<file path="src/rtl/bilbo_chain_ctrl.sv">
// ============================================================================
// Module : bilbo_chain_ctrl
// Reconfigurable BILBO register chain with an on-chip self-test sequencer.
// Rev    : 1.0  initial release
// ============================================================================
`default_nettype none

module bilbo_chain_ctrl #(
   parameter int                WIDTH  = 8,
   parameter int                NCLUST = 4,
   parameter int                CNT_W  = 16,
   parameter logic [WIDTH-1:0]  POLY   = 8'h1D
) (
   input  logic                        clk,
   input  logic                        reset,
   input  logic [1:0]                  mode,
   input  logic [WIDTH*NCLUST-1:0]     d_in,
   input  logic                        sci,
   output logic                        sco,
   output logic [WIDTH*NCLUST-1:0]     q_out,
   input  logic [$clog2(NCLUST)-1:0]   sig_sel,
   output logic [WIDTH-1:0]            sig_out,
   input  logic                        start,
   input  logic [WIDTH-1:0]            seed,
   input  logic [CNT_W-1:0]            pat_count,
   input  logic [WIDTH-1:0]            golden,
   output logic                        busy,
   output logic                        done,
   output logic                        pass
);

   typedef enum logic [2:0] {
      S_IDLE = 3'd0,
      S_SEED = 3'd1,
      S_RUN  = 3'd2,
      S_CMP  = 3'd3,
      S_DONE = 3'd4
   } state_t;

   state_t                    state, state_nxt;
   logic [WIDTH*NCLUST-1:0]   regs_q, regs_d;
   logic [CNT_W-1:0]          cnt;
   logic [WIDTH-1:0]          seed_fix;

   function automatic logic [WIDTH-1:0] lfsr(input logic [WIDTH-1:0] r);
      return {r[WIDTH-2:0], 1'b0} ^ (r[WIDTH-1] ? POLY : '0);
   endfunction

   // A zero seed would lock the PRPG in the all-zero state.
   assign seed_fix = (seed == '0) ? WIDTH'(1) : seed;

   for (genvar i = 0; i < NCLUST; i++) begin : g_clust
      logic [WIDTH-1:0] cur, din, nxt;
      logic             chain_in;

      assign cur = regs_q[i*WIDTH +: WIDTH];
      assign din = d_in[i*WIDTH +: WIDTH];

      if (i == 0) begin : g_head
         assign chain_in = sci;
      end else begin : g_link
         assign chain_in = regs_q[i*WIDTH-1];
      end

      always_comb begin
         nxt = cur;
         case (state)
            S_IDLE: begin
               if (!start) begin
                  case (mode)
                     2'b00:   nxt = din;
                     2'b01:   nxt = {cur[WIDTH-2:0], chain_in};
                     2'b10:   nxt = lfsr(cur);
                     default: nxt = lfsr(cur) ^ din;
                  endcase
               end
            end
            S_SEED:  nxt = (i == 0) ? seed_fix : '0;
            S_RUN:   nxt = (i == 0) ? lfsr(cur) : (lfsr(cur) ^ din);
            default: nxt = cur;
         endcase
      end

      assign regs_d[i*WIDTH +: WIDTH] = nxt;
   end

   always_ff @(posedge clk or negedge reset) begin
      if (!reset) begin
         state <= S_IDLE;
      end else begin
         state <= state_nxt;
      end
   end

   always_comb begin
      state_nxt = state;
      busy      = 1'b0;
      done      = 1'b0;
      case (state)
         S_IDLE: if (start) state_nxt = S_SEED;
         S_SEED: begin
            busy      = 1'b1;
            state_nxt = (pat_count != '0) ? S_RUN : S_CMP;
         end
         S_RUN: begin
            busy = 1'b1;
            if (cnt == CNT_W'(1)) state_nxt = S_CMP;
         end
         S_CMP: begin
            busy      = 1'b1;
            state_nxt = S_DONE;
         end
         S_DONE: begin
            done      = 1'b1;
            state_nxt = S_IDLE;
         end
         default: state_nxt = S_IDLE;
      endcase
   end

   always_ff @(posedge clk or negedge reset) begin
      if (!reset) begin
         regs_q <= '0;
         cnt    <= '0;
         pass   <= 1'b0;
      end else begin
         regs_q <= regs_d;
         if (state == S_SEED) begin
            cnt <= pat_count;
         end else if (state == S_RUN) begin
            cnt <= cnt - CNT_W'(1);
         end
         if (state == S_IDLE && start) begin
            pass <= 1'b0;
         end else if (state == S_CMP) begin
            pass <= (regs_q[(NCLUST-1)*WIDTH +: WIDTH] == golden);
         end
      end
   end

   assign q_out   = regs_q;
   assign sco     = regs_q[WIDTH*NCLUST-1];
   assign sig_out = regs_q[sig_sel*WIDTH +: WIDTH];

endmodule

`default_nettype wire

</file>
<file path="config.mk">
export PLATFORM = sky130hd
export DESIGN_NAME = bilbo_chain_ctrl
export DESIGN_NICKNAME = d
export VERILOG_FILES = /design/src/rtl/bilbo_chain_ctrl.sv
export SDC_FILE = /design/constraint.sdc
export NUM_CORES = 1
export LEC_CHECK = 0
export BUFFER_PORTS_ARGS = -buffer_cell sky130_fd_sc_hd__buf_2
export CAP_MARGIN = 0
export CORE_ASPECT_RATIO = 1.4
export CORE_MARGIN = 2
export CORE_UTILIZATION = 53
export DETAILED_ROUTE_END_ITERATION = 8
export GPL_ROUTABILITY_DRIVEN = 1
export GPL_TIMING_DRIVEN = 0
export PLACE_DENSITY = 0.87
export SLEW_MARGIN = 20
export SYNTH_ARGS = -nofsm -noshare
export SYNTH_HDL_FRONTEND = slang
export SYNTH_SLANG_ARGS = --single-unit
</file>
<file path="constraint.sdc">
create_clock -name clk -period 2.2 [get_ports clk]
set_clock_uncertainty 0.05 [all_clocks]
set_input_delay 0.22 -clock clk [delete_from_list [all_inputs] [get_ports clk]]
set_output_delay 0.22 -clock clk [all_outputs]
set_load 0.02 [all_outputs]
</file>
==> metrics.md, run 1 <==
| Metric | Value |
|---|---|
| Met2 WL post-DR | `7.143 mm` |
| Slew headroom | `0.5299` |
| Dominant combinational cell family by area after synthesis | `compound AO/OA/AOI/OAI gates` |
| Total global routing track utilization | `0.3389` |
| Type of element capturing the critical path | `flop` |
| Via count of the first global-routing pass | `4,444` |
| Total number of yosys warnings | `0` |
| Power share of the combinational group | `0.651` |
| Endpoint arrival time on the critical path | `2.35 ns` |
| Run status | `finished clean` |
| Post-synth cell types | `46` |
| First-pass iteration count of the detailed router | `8` |
| Wire per inst | `20.44 µm` |
| Area of the mapped netlist | `0.004121 mm²` |
| Mean cell area of the mapped netlist | `8.226 µm²` |
| Setup TNS | `0 ns` |
| Mux share of post-synthesis cell area | `0.09350` |
| Switching Share | `0.5368` |
| Pin count of the biggest net entering global routing | `53` |
| Residual overflow from global routing | `0` |
| Number of vias after detailed routing | `4,922` |
| Maximum fanout count along the critical path | `5` |
| Final WL | `14.76 mm` |
| Clock insertion delay at the later pin of the skew report | `0.32 ns` |
| EDFF count, synth | `0` |
| Kind of path behind the tightest hold check | `in -> reg` |
| Leak Pwr | `0.002166 µW` |
| Total of max-cap violations | `0` |
| Core region area | `0.007655 mm²` |
| Portion of the clock cycle consumed by the worst path in the final layout | `0.9708` |
| Ys async rst share | `1.000` |
| Synthesis-to-finish area growth | `21.40%` |
| TritonCTS Buffers | `5` |
| Buffer type at the clock tree root | `sky130_fd_sc_hd__clkbuf_8` |
| Critical path required time | `2.41 ns` |
| Initial standard-cell utilization of the core | `0.5384` |
| Detailed router's first-iteration violation count | `563` |
| Actual transition at the worst max-transition pin | `0.7051 ns` |
| Clock period minus final worst setup slack | `2.136 ns` |
| Cells after DPL | `713` |
| Worst Setup Slack post-DPL | `-0.3676 ns` |
| Critical Path Source Type | `flop` |
| Share of the synthesized area in compound gates (AO/OA/AOI/OAI) | `0.2860` |
| Half-perimeter wire length after placement | `10.68 mm` |
| Final number of hold-violating endpoints | `0` |
| CTS sink cnt | `52` |
| Remaining number of nets flagged by the antenna check after routing | `0` |
| First-pass GRT wire length | `22.48 mm` |
| Highest clock rate | `0.4682 GHz` |
| Routed wl met3 | `1.657 mm` |
| Rows | `38` |
| Kind of critical path | `reg -> reg` |
| Antenna violations before repair | `0` |
| Clock transition at the registers of the reported paths | `0.11 ns` |
| Commonest cells after routing, fill and taps aside | `sky130_fd_sc_hd__buf_2, sky130_fd_sc_hd__o21ai_0, sky130_fd_sc_hd__dfrtp_1` |
| VDD IR-drop max | `0.9899 mV` |
| Number of slew-limit violations in the final report | `0` |
| Ports | `116` |
| Main flop type after synthesis | `sky130_fd_sc_hd__dfrtp_1` |
| Metal1 wirelength | `5.169 mm` |
| Pint | `3659 µW` |
| Worst path setup slack after routing | `0.06417 ns` |
| Routability Congestion | `0.9533` |
| Power density of the placed cells | `1579 mW/mm²` |
| Die boundary height | `108.3 µm` |
| Full die area | `0.008508 mm²` |
| Via-per-instance ratio | `6.817` |
| Mapped Cells | `501` |
| Proportion of power drawn by flip-flops and latches | `0.272` |
| Clock tree from TritonCTS | `built` |
| Xor/xnor cell area share of the yosys netlist | `0.07650` |
| ANT cells | `0` |
| Post-Synth Adder-Cell Area | `0.006072` |
| Highest routing layer actually used | `met4` |
| Post-synthesis sequential element count | `52` |
| Maximum level of the CTS H-tree | `2` |
| Number of setup violations in the final report | `0` |
| Chip Width | `78.53 µm` |
| Nets@finish | `695` |
| Layout cell share with drive strength beyond 1 | `0.2814` |
| Most common cell after layout, fill and taps aside | `sky130_fd_sc_hd__buf_2` |
| Final cell count without fillers | `722` |
| Count of input and output buffers | `112` |
| Sequential cell area fraction in the yosys report | `0.3157` |
| Reported net switching power | `4240 µW` |
| Number of design rule violations left after detail routing | `0` |
| CTS Buffer Depth | `2` |
| Simple-gate share of the synthesized area | `0.1724` |
| PnR Total Power | `7899 µW` |
| Clock network power share | `0.077` |
| Synth Net Count | `575` |
| Setup repair after global routing missed its margin | `false` |
final timing paths:
| check | startpoint | endpoint | slack [ns] | cells after the start |
|---|---|---|---|---|
| worst max-delay path | cnt[10] | cnt[15] | 0.06 | 5 |
| worst min-delay path | pat_count[15] | cnt[15] | 0.08 | 3 |
| worst max register to register | cnt[10] | cnt[15] | 0.06 | 5 |
| min in group asynchronous | reset | q_out[22] | 0.42 | 2 |
| worst min register to register | pass | pass | 0.49 | 2 |
| max in group asynchronous | reset | state[1] | 1.17 | 2 |
per-stage QoR:
stage	area (µm²)	hold slack [ns]	utilization
floorplan	4121	-0.1256	-
global placement	4807	0.3972	0.6280
detailed placement	4810	0.2585	0.6283
CTS	4951	0.08212	0.6468
global route	5004	0.09615	0.6536
finish	5004	0.08004	0.6536
synthesized netlist by cell type (all sizes together), types with 12 or more instances:
cell type	instances	share of area
nand3	23	0.028
dfrtp	52	0.32
o22ai	17	0.026
a21oi	25	0.030
mux2	12	0.033
nand2	41	0.037
nor2b	13	0.020
o21ai	70	0.085
a211oi	15	0.027
xor2	30	0.064
buf	12	0.013
clkbuf	34	0.031
nor3	16	0.019
a31oi	15	0.023
nor2	20	0.018
nor4	13	0.020
sequential cells by signal, summed over array words and instances, names as in the netlist:
| name | count |
|---|---|
| cnt | 16 |
| pass | 1 |
| q_out | 32 |
| state | 3 |
per-layer routing:
layer	GRT usage	vias to the layer above
met4	0.1817	0
met3	0.05760	83
li1	-	2125
met1	0.4115	2316
met5	0	-
met2	0.5720	398
critical path, cell delays in order (launching register included):
cell and delay [ns]:
sky130_fd_sc_hd__dfrtp_1 0.40, sky130_fd_sc_hd__or4_1 0.55, sky130_fd_sc_hd__or2_4 0.27, sky130_fd_sc_hd__or3_4 0.35
sky130_fd_sc_hd__or3_1 0.35, sky130_fd_sc_hd__nand3_1 0.10
power by group through the flow:
stage / Clock [µW] / Sequential (µW) / Combinational (µW)
global route: 645 / 2200 / 5480
floorplan: 0 / 2240 / 3140
global placement: 0 / 2040 / 4710
CTS: 612 / 2070 / 4940
finish: 612 / 2150 / 5140
detailed placement: 0 / 2070 / 4870
layout make-up:
type                            instances  area [µm²]
Timing Repair Buffer                  114       580.6
Clock inverter                          2       15.01
Tap cell                              100       125.1
Fill cell                             654        2651
Multi-Input combinational cell        397        2673
Sequential cell                        52        1303
Clock buffer                            6       82.58
Buffer                                 45       202.7
Inverter                                6       22.52
cell families (layout without fill, tap and decap cells):
group | count (synthesis) | after routing
AO/OA/AOI/OAI | 188 | 188
AND/OR/NAND/NOR | 144 | 144
flip-flops | 52 | 52
buffers and inverters | 52 | 173
XOR/XNOR | 36 | 36
multiplexers | 27 | 27
adder cells (fa/ha/maj) | 2 | 2
repair_timing:
item                       4_1_cts  5_1_grt
hold endpoints to repair        52        0
setup endpoints to repair       36       46
hold buffers                     1        0
resized for setup               13       26
buffers inserted                 0        1
(Power assumes the default switching activity.)
==> run 2, diff against run 1 <==
--- a/config.mk
+++ b/config.mk
@@ -7,14 +7,15 @@
 export LEC_CHECK = 0
 export BUFFER_PORTS_ARGS = -buffer_cell sky130_fd_sc_hd__buf_2
 export CAP_MARGIN = 0
+export CELL_PAD_IN_SITES_DETAIL_PLACEMENT = 0
+export CELL_PAD_IN_SITES_GLOBAL_PLACEMENT = 1
 export CORE_ASPECT_RATIO = 1.4
 export CORE_MARGIN = 2
-export CORE_UTILIZATION = 53
+export CORE_UTILIZATION = 39
 export DETAILED_ROUTE_END_ITERATION = 8
 export GPL_ROUTABILITY_DRIVEN = 1
 export GPL_TIMING_DRIVEN = 0
-export PLACE_DENSITY = 0.87
-export SLEW_MARGIN = 20
+export PLACE_DENSITY = 0.88
 export SYNTH_ARGS = -nofsm -noshare
 export SYNTH_HDL_FRONTEND = slang
 export SYNTH_SLANG_ARGS = --single-unit
==> run 2 against run 1 <==
Cell count up 5.4%. Core utilization is 16 points lower. Fmax barely moved. Sequential cell count unchanged. Combinational power is essentially flat. Clock power rose by 34%. Power increased by 2.6%. Critical path depth increased by 3. Non-clock buffer count grew 1. Critical endpoint is now q_out[6]. Worst hold slack improved by 0.012 ns.
==> metrics.md, run 2 (same netlist as run 1, synthesis figures left out) <==
| Metric | Value |
|---|---|
| Run status | `finished clean` |
| Launch instance of the worst register-to-register path | `state[0]` |
| Critical path startpoint | `state[0]` |
| Maximum level of the CTS H-tree | `2` |
| Hold slack | `0.09222 ns` |
| Clock tree from TritonCTS | `built` |
| Flip-flop count of the largest register, all copies and words added | `32` |
| ANT cells | `0` |
| TritonCTS Buffers | `5` |
| Kind of critical path | `reg -> reg` |
| Via count of the first global-routing pass | `4,691` |
| Endpoint arrival time on the critical path | `2.26 ns` |
| Total of max-cap violations | `0` |
| PnR Total Power | `8103 µW` |
| Slew headroom | `0.5177` |
| Critical path's slowest cell | `sky130_fd_sc_hd__dfrtp_1` |
| Most common cell after layout, fill and taps aside | `sky130_fd_sc_hd__buf_2` |
| Endpoint of the most critical register-to-register path | `q_out[6]` |
| Wire per inst | `20.58 µm` |
| Leak Pwr | `0.002192 µW` |
| Critical Path Source Type | `flop` |
| Full die area | `0.01142 mm²` |
| R2R cell count | `8` |
| Number of vias after detailed routing | `4,773` |
| Type of element capturing the critical path | `flop` |
| Die boundary height | `125.6 µm` |
| Clock transition at the registers of the reported paths | `0.08 ns` |
| Routability Congestion | `0.8976` |
| Final number of hold-violating endpoints | `0` |
| CTS Buffer Depth | `2` |
| Nets@finish | `696` |
| Residual overflow from global routing | `0` |
| Clock period minus final worst setup slack | `2.137 ns` |
| Commonest cells after routing, fill and taps aside | `sky130_fd_sc_hd__buf_2, sky130_fd_sc_hd__o21ai_0, sky130_fd_sc_hd__dfrtp_1` |
| Highest clock rate | `0.4678 GHz` |
| Critical Path End | `q_out[6]` |
| Antenna violations before repair | `0` |
| Setup repair after global routing missed its margin | `true` |
| First-pass GRT wire length | `24.81 mm` |
| First-pass iteration count of the detailed router | `6` |
| Clock insertion delay at the later pin of the skew report | `0.30 ns` |
| Ports | `116` |
| Critical path required time | `2.32 ns` |
| Synthesis-to-finish area growth | `24.10%` |
| Rows | `44` |
| Maximum fanout count along the critical path | `10` |
| Ordered cell list for the critical path | `buf_2, a21oi_1, o21ai_1, inv_1, buf_2, a211oi_1, a221oi_1, a21oi_1` |
| Pin count of the biggest net entering global routing | `53` |
| Count of input and output buffers | `112` |
| Slack of the worst reg-to-reg path | `0.06 ns` |
| Detailed router's first-iteration violation count | `406` |
| Via-per-instance ratio | `6.272` |
| Chip Width | `90.88 µm` |
| Number of design rule violations left after detail routing | `0` |
| Buffer type at the clock tree root | `sky130_fd_sc_hd__clkbuf_16` |
| Number of setup violations in the final report | `0` |
| Slowest stage delay, CP | `0.40 ns` |
| Portion of the clock cycle consumed by the worst path in the final layout | `0.9716` |
| Power density of the placed cells | `1584 mW/mm²` |
| Kind of path behind the tightest hold check | `in -> reg` |
| VDD IR-drop max | `0.7330 mV` |
| Half-perimeter wire length after placement | `11.69 mm` |
| Layout cell share with drive strength beyond 1 | `0.2793` |
| Actual transition at the worst max-transition pin | `0.7234 ns` |
| Initial standard-cell utilization of the core | `0.3982` |
| CTS sink cnt | `52` |
| Core region area | `0.01035 mm²` |
| Total global routing track utilization | `0.2731` |
| Number of slew-limit violations in the final report | `0` |
| Remaining number of nets flagged by the antenna check after routing | `0` |
| Final WL | `15.66 mm` |
==> run 2: changes by cell type in the layout (fill, tap and decap cells not counted), sizes merged <==
cell    delta
buf        +3
clkbuf     -3
clkinv     +1
==> run 2: timing repair <==
| item | 4_1_cts | 5_1_grt |
|---|---|---|
| pin swaps | 0 | 1 |
| buffers inserted | 0 | 1 |
| hold buffers | 0 | 1 |
| gates resized for setup | 13 | 22 |
| endpoints found under the hold margin | 0 | 15 |
| setup endpoints to repair | 42 | 38 |
==> run 2: layout make-up <==
| type | instances | area [µm²] |
|---|---|---|
| Fill cell | 1078 | 5235 |
| Multi-Input combinational cell | 397 | 2671 |
| Sequential cell | 52 | 1303 |
| Timing Repair Buffer | 115 | 598.1 |
| Buffer | 45 | 198.9 |
| Tap cell | 138 | 172.7 |
| Clock buffer | 5 | 125.1 |
| Clock inverter | 3 | 23.77 |
| Inverter | 6 | 22.52 |
==> run 2: worst min-delay path by stage <==
stage | cells after the start | slack (ns) | from | to
final | 3 | 0.09 | pat_count[15] | cnt[15]
after global routing | 3 | 0.11 | pat_count[15] | cnt[15]
after CTS | 3 | 0.1 | pat_count[15] | cnt[15]
after detailed placement | 3 | 0.41 | pat_count[15] | cnt[15]
after global placement | 3 | 0.40 | pat_count[15] | cnt[15]
after floorplan | 0 | -0.13 | reset | cnt[0]
==> run 2: report_power, final <==
group	switching [µW]	total (µW)	internal (µW)
logic	3140	5110	1970
clock network	396	821	425
registers	741	2170	1430
==> run 2: per-stage QoR <==
step / setup TNS [ns] / util / instance area (µm²) / instances / setup WS, ns
floorplan: 0 / - / 4121 / 501 / 0.1681
global placement: -7.785 / 0.4691 / 4855 / 751 / -0.3830
detailed placement: -8.433 / 0.4691 / 4855 / 751 / -0.3966
CTS: 0 / 0.4862 / 5032 / 759 / 0.002821
global route: -0.06965 / 0.4942 / 5115 / 761 / -0.03424
finish: 0 / 0.4942 / 5115 / 761 / 0.06250
==> run 2: layer usage <==
layer,share of wire,track usage
met3,0.087,0.04366
met1,0.38,0.3350
met5,0,0
met2,0.50,0.4723
met4,0.040,0.1221
==> run 2: worst max-delay path, delay by kind of cell (launching register included) <==
| kind | cells | cell delay [ns] |
|---|---|---|
| AO/OA/AOI/OAI | 5 | 0.93 |
| buffers and inverters | 3 | 0.61 |
| flip-flops | 1 | 0.40 |
==> run 3, diff against run 2 <==
--- a/config.mk
+++ b/config.mk
@@ -5,13 +5,15 @@
 export SDC_FILE = /design/constraint.sdc
 export NUM_CORES = 1
 export LEC_CHECK = 0
+export ABC_AREA = 1
 export BUFFER_PORTS_ARGS = -buffer_cell sky130_fd_sc_hd__buf_2
 export CAP_MARGIN = 0
 export CELL_PAD_IN_SITES_DETAIL_PLACEMENT = 0
 export CELL_PAD_IN_SITES_GLOBAL_PLACEMENT = 1
 export CORE_ASPECT_RATIO = 1.4
 export CORE_MARGIN = 2
-export CORE_UTILIZATION = 39
+export CORE_UTILIZATION = 37
+export CTS_CLUSTER_SIZE = 25
 export DETAILED_ROUTE_END_ITERATION = 8
 export GPL_ROUTABILITY_DRIVEN = 1
 export GPL_TIMING_DRIVEN = 0
==> run 3 against run 2 <==
The flow now finishes with violations (negative hold slack). Non-clock buffer count fell by 9. Combinational power rose by 15%. Cell count rose by 43%. Synthesized cell count up 63%. Synthesized area grew 16%. Routed wire length up 8.1%. Sequential cell count unchanged. Clock power fell by 3.5%.
==> metrics.md, run 3 <==
| Metric | Value |
|---|---|
| Post-synth top area share | `0.2726` |
| Setup TNS | `0 ns` |
| Endpoint of the most critical register-to-register path | `q_out[22]` |
| Final core utilization | `0.4444` |
| Worst Setup Slack post-DPL | `0.3675 ns` |
| Routability Congestion | `0.8842` |
| Synth Net Count | `889` |
| Flip-flop count of the largest register, all copies and words added | `32` |
| R2R cell count | `6` |
| Hold slack | `-0.06997 ns` |
| Type of element capturing the critical path | `primary output` |
| Ports | `116` |
| CTS sink cnt | `52` |
| Ys async rst share | `1.000` |
| Via-per-instance ratio | `5.236` |
| Most area-consuming cells after synthesis | `sky130_fd_sc_hd__dfrtp_1, sky130_fd_sc_hd__nand2_1, sky130_fd_sc_hd__nand3_1, sky130_fd_sc_hd__inv_1, sky130_fd_sc_hd__nor2_1` |
| Highest clock rate | `0.5158 GHz` |
| Critical path required time | `1.93 ns` |
| Worst path setup slack after routing | `0.2611 ns` |
| Half-perimeter wire length after placement | `12.82 mm` |
| Top cell type by total area after synthesis | `sky130_fd_sc_hd__dfrtp_1` |
| Slack of the worst reg-to-reg path | `0.32 ns` |
| Power density of the placed cells | `1567 mW/mm²` |
| Post_cts resized | `0` |
| Chip Width | `100.0 µm` |
| Maximum level of the CTS H-tree | `2` |
| Core region area | `0.01275 mm²` |
| Clock insertion delay at the later pin of the skew report | `0.30 ns` |
| Count of input and output buffers | `113` |
| Full die area | `0.01384 mm²` |
| Area of the multi-input gates | `0.002873 mm²` |
| Layout cell share with drive strength beyond 1 | `0.1711` |
| Number of setup violations in the final report | `0` |
| Slew headroom | `0.4995` |
| Total of max-cap violations | `0` |
| Final WL | `16.93 mm` |
| Maximum fanout count along the critical path | `10` |
| Rows | `49` |
| Leak Pwr | `0.003073 µW` |
| Post-synth cell types | `30` |
| VDD IR-drop max | `0.6484 mV` |
| Detailed router's first-iteration violation count | `427` |
| Critical Path End | `sig_out[7]` |
| Number of vias after detailed routing | `5,697` |
| Critical path startpoint | `q_out[31]` |
| Number of design rule violations left after detail routing | `0` |
| EDFF count, synth | `0` |
| Via count of the first global-routing pass | `5,313` |
| Violations in the final reports | `negative hold slack` |
| Setup repair after global routing missed its margin | `false` |
| Commonest cells after routing, fill and taps aside | `sky130_fd_sc_hd__nand2_1, sky130_fd_sc_hd__buf_2, sky130_fd_sc_hd__nand3_1` |
| TritonCTS Buffers | `5` |
| Portion of the clock cycle consumed by the worst path in the final layout | `0.8813` |
| CTS Buffer Depth | `2` |
| Kind of path behind the tightest hold check | `in -> async` |
| Clock transition at the registers of the reported paths | `0.07 ns` |
| Mean cell area of the mapped netlist | `5.857 µm²` |
| Wire per inst | `15.56 µm` |
| Total number of yosys warnings | `0` |
| Most common cell after layout, fill and taps aside | `sky130_fd_sc_hd__nand2_1` |
| Remaining number of nets flagged by the antenna check after routing | `0` |
| Total global routing track utilization | `0.2408` |
| Hold buffer count at CTS | `0` |
| Residual overflow from global routing | `0` |
| Area of the mapped netlist | `0.004773 mm²` |
| Buffer type at the clock tree root | `sky130_fd_sc_hd__clkbuf_16` |
| First-pass iteration count of the detailed router | `5` |
| Antenna violations before repair | `0` |
| Synthesis-to-finish area growth | `18.72%` |
| Synth cell count leaders | `sky130_fd_sc_hd__nand2_1, sky130_fd_sc_hd__nand3_1, sky130_fd_sc_hd__inv_1, sky130_fd_sc_hd__nor2_1, sky130_fd_sc_hd__a21oi_1` |
| Launch instance of the worst register-to-register path | `state[0]` |
| ANT cells | `0` |
| First-pass GRT wire length | `26.61 mm` |
| Post-synthesis sequential element count | `52` |
| Run status | `finished with violations` |
| Clock period minus final worst setup slack | `1.939 ns` |
| Critical Path Source Type | `flop` |
| Endpoint arrival time on the critical path | `1.67 ns` |
| Mapped Cells | `815` |
| Cell area after layout | `0.005667 mm²` |
| Top-count cell post-synth | `sky130_fd_sc_hd__nand2_1` |
| Nets@finish | `1,009` |
| Sequential cell area fraction in the yosys report | `0.2726` |
| Die boundary height | `138.4 µm` |
| Final number of hold-violating endpoints | `52` |
| Number of slew-limit violations in the final report | `0` |
| Actual transition at the worst max-transition pin | `0.7508 ns` |
| Number of inserted filler cells in the final layout | `1,460` |
| Main flop type after synthesis | `sky130_fd_sc_hd__dfrtp_1` |
| Kind of critical path | `reg -> out` |
| Area of all sequential standard cells | `0.001301 mm²` |
| Post-place instance area | `0.005530 mm²` |
| Post CTS Setup Buffer Count | `0` |
| Pin count of the biggest net entering global routing | `53` |
| Initial standard-cell utilization of the core | `0.3743` |
| Clock tree from TritonCTS | `built` |
==> run 3: where the power goes <==
part / total, µW / leakage [µW] / switching, µW / internal [µW]
sequential: 2220 / 0.000622 / 738 / 1480
clock: 792 / 0.0000667 / 375 / 416
combinational: 5870 / 0.00238 / 3860 / 2010
==> run 3: critical path, stage by stage (launching register included) <==
cell and delay [ns]:
sky130_fd_sc_hd__dfrtp_1 0.41, sky130_fd_sc_hd__clkbuf_1 0.43, sky130_fd_sc_hd__a21oi_1 0.14, sky130_fd_sc_hd__a21oi_1 0.20, sky130_fd_sc_hd__buf_2 0.19
==> run 3: cells by family after synthesis <==
| family | Yosys count | synth area share |
|---|---|---|
| DFF | 52 | 0.2726 |
| xor gates and xnor gates | 20 | 0.03670 |
| AOI/OAI and AO/OA | 125 | 0.1429 |
| and+or+nand+nor | 472 | 0.4170 |
| buffers and inverters | 144 | 0.1256 |
| adders and majority gates | 2 | 0.005242 |
==> run 3: cell type report <==
class,count,area share
Multi-Input combinational cell,619,0.5070
Tap cell,153,0.03378
Clock inverter,1,0.0008832
Sequential cell,52,0.2296
Inverter,106,0.07021
Clock buffer,6,0.02274
Buffer,38,0.03555
Timing Repair Buffer,113,0.1002
==> run 3: worst min path at each step <==
stage                      start       to  slack (ns)  cells past startpoint
CTS                 pat_count[2]   cnt[2]        0.09                      3
global route               reset  cnt[12]      0.0005                      1
floorplan                  reset   cnt[0]       -0.13                      0
finish                     reset  cnt[12]       -0.07                      1
global placement    pat_count[2]   cnt[2]        0.40                      3
detailed placement  pat_count[2]   cnt[2]        0.40                      3
==> run 3: routing by layer <==
metal,vias up,global-route usage,part of all wire
met4,0,0.07138,0.022
met2,171,0.4349,0.51
met5,-,0,0
li1,2863,-,-
met3,29,0.03741,0.054
met1,2634,0.2904,0.41
==> run 3: stage by stage <==
step           total power, µW  cells
6_report                  8881   1088
5_1_grt                   9687   1088
4_1_cts                   8854   1088
3_5_place_dp              8051   1081
3_3_place_gp              8016   1081
2_1_floorplan             6247    815
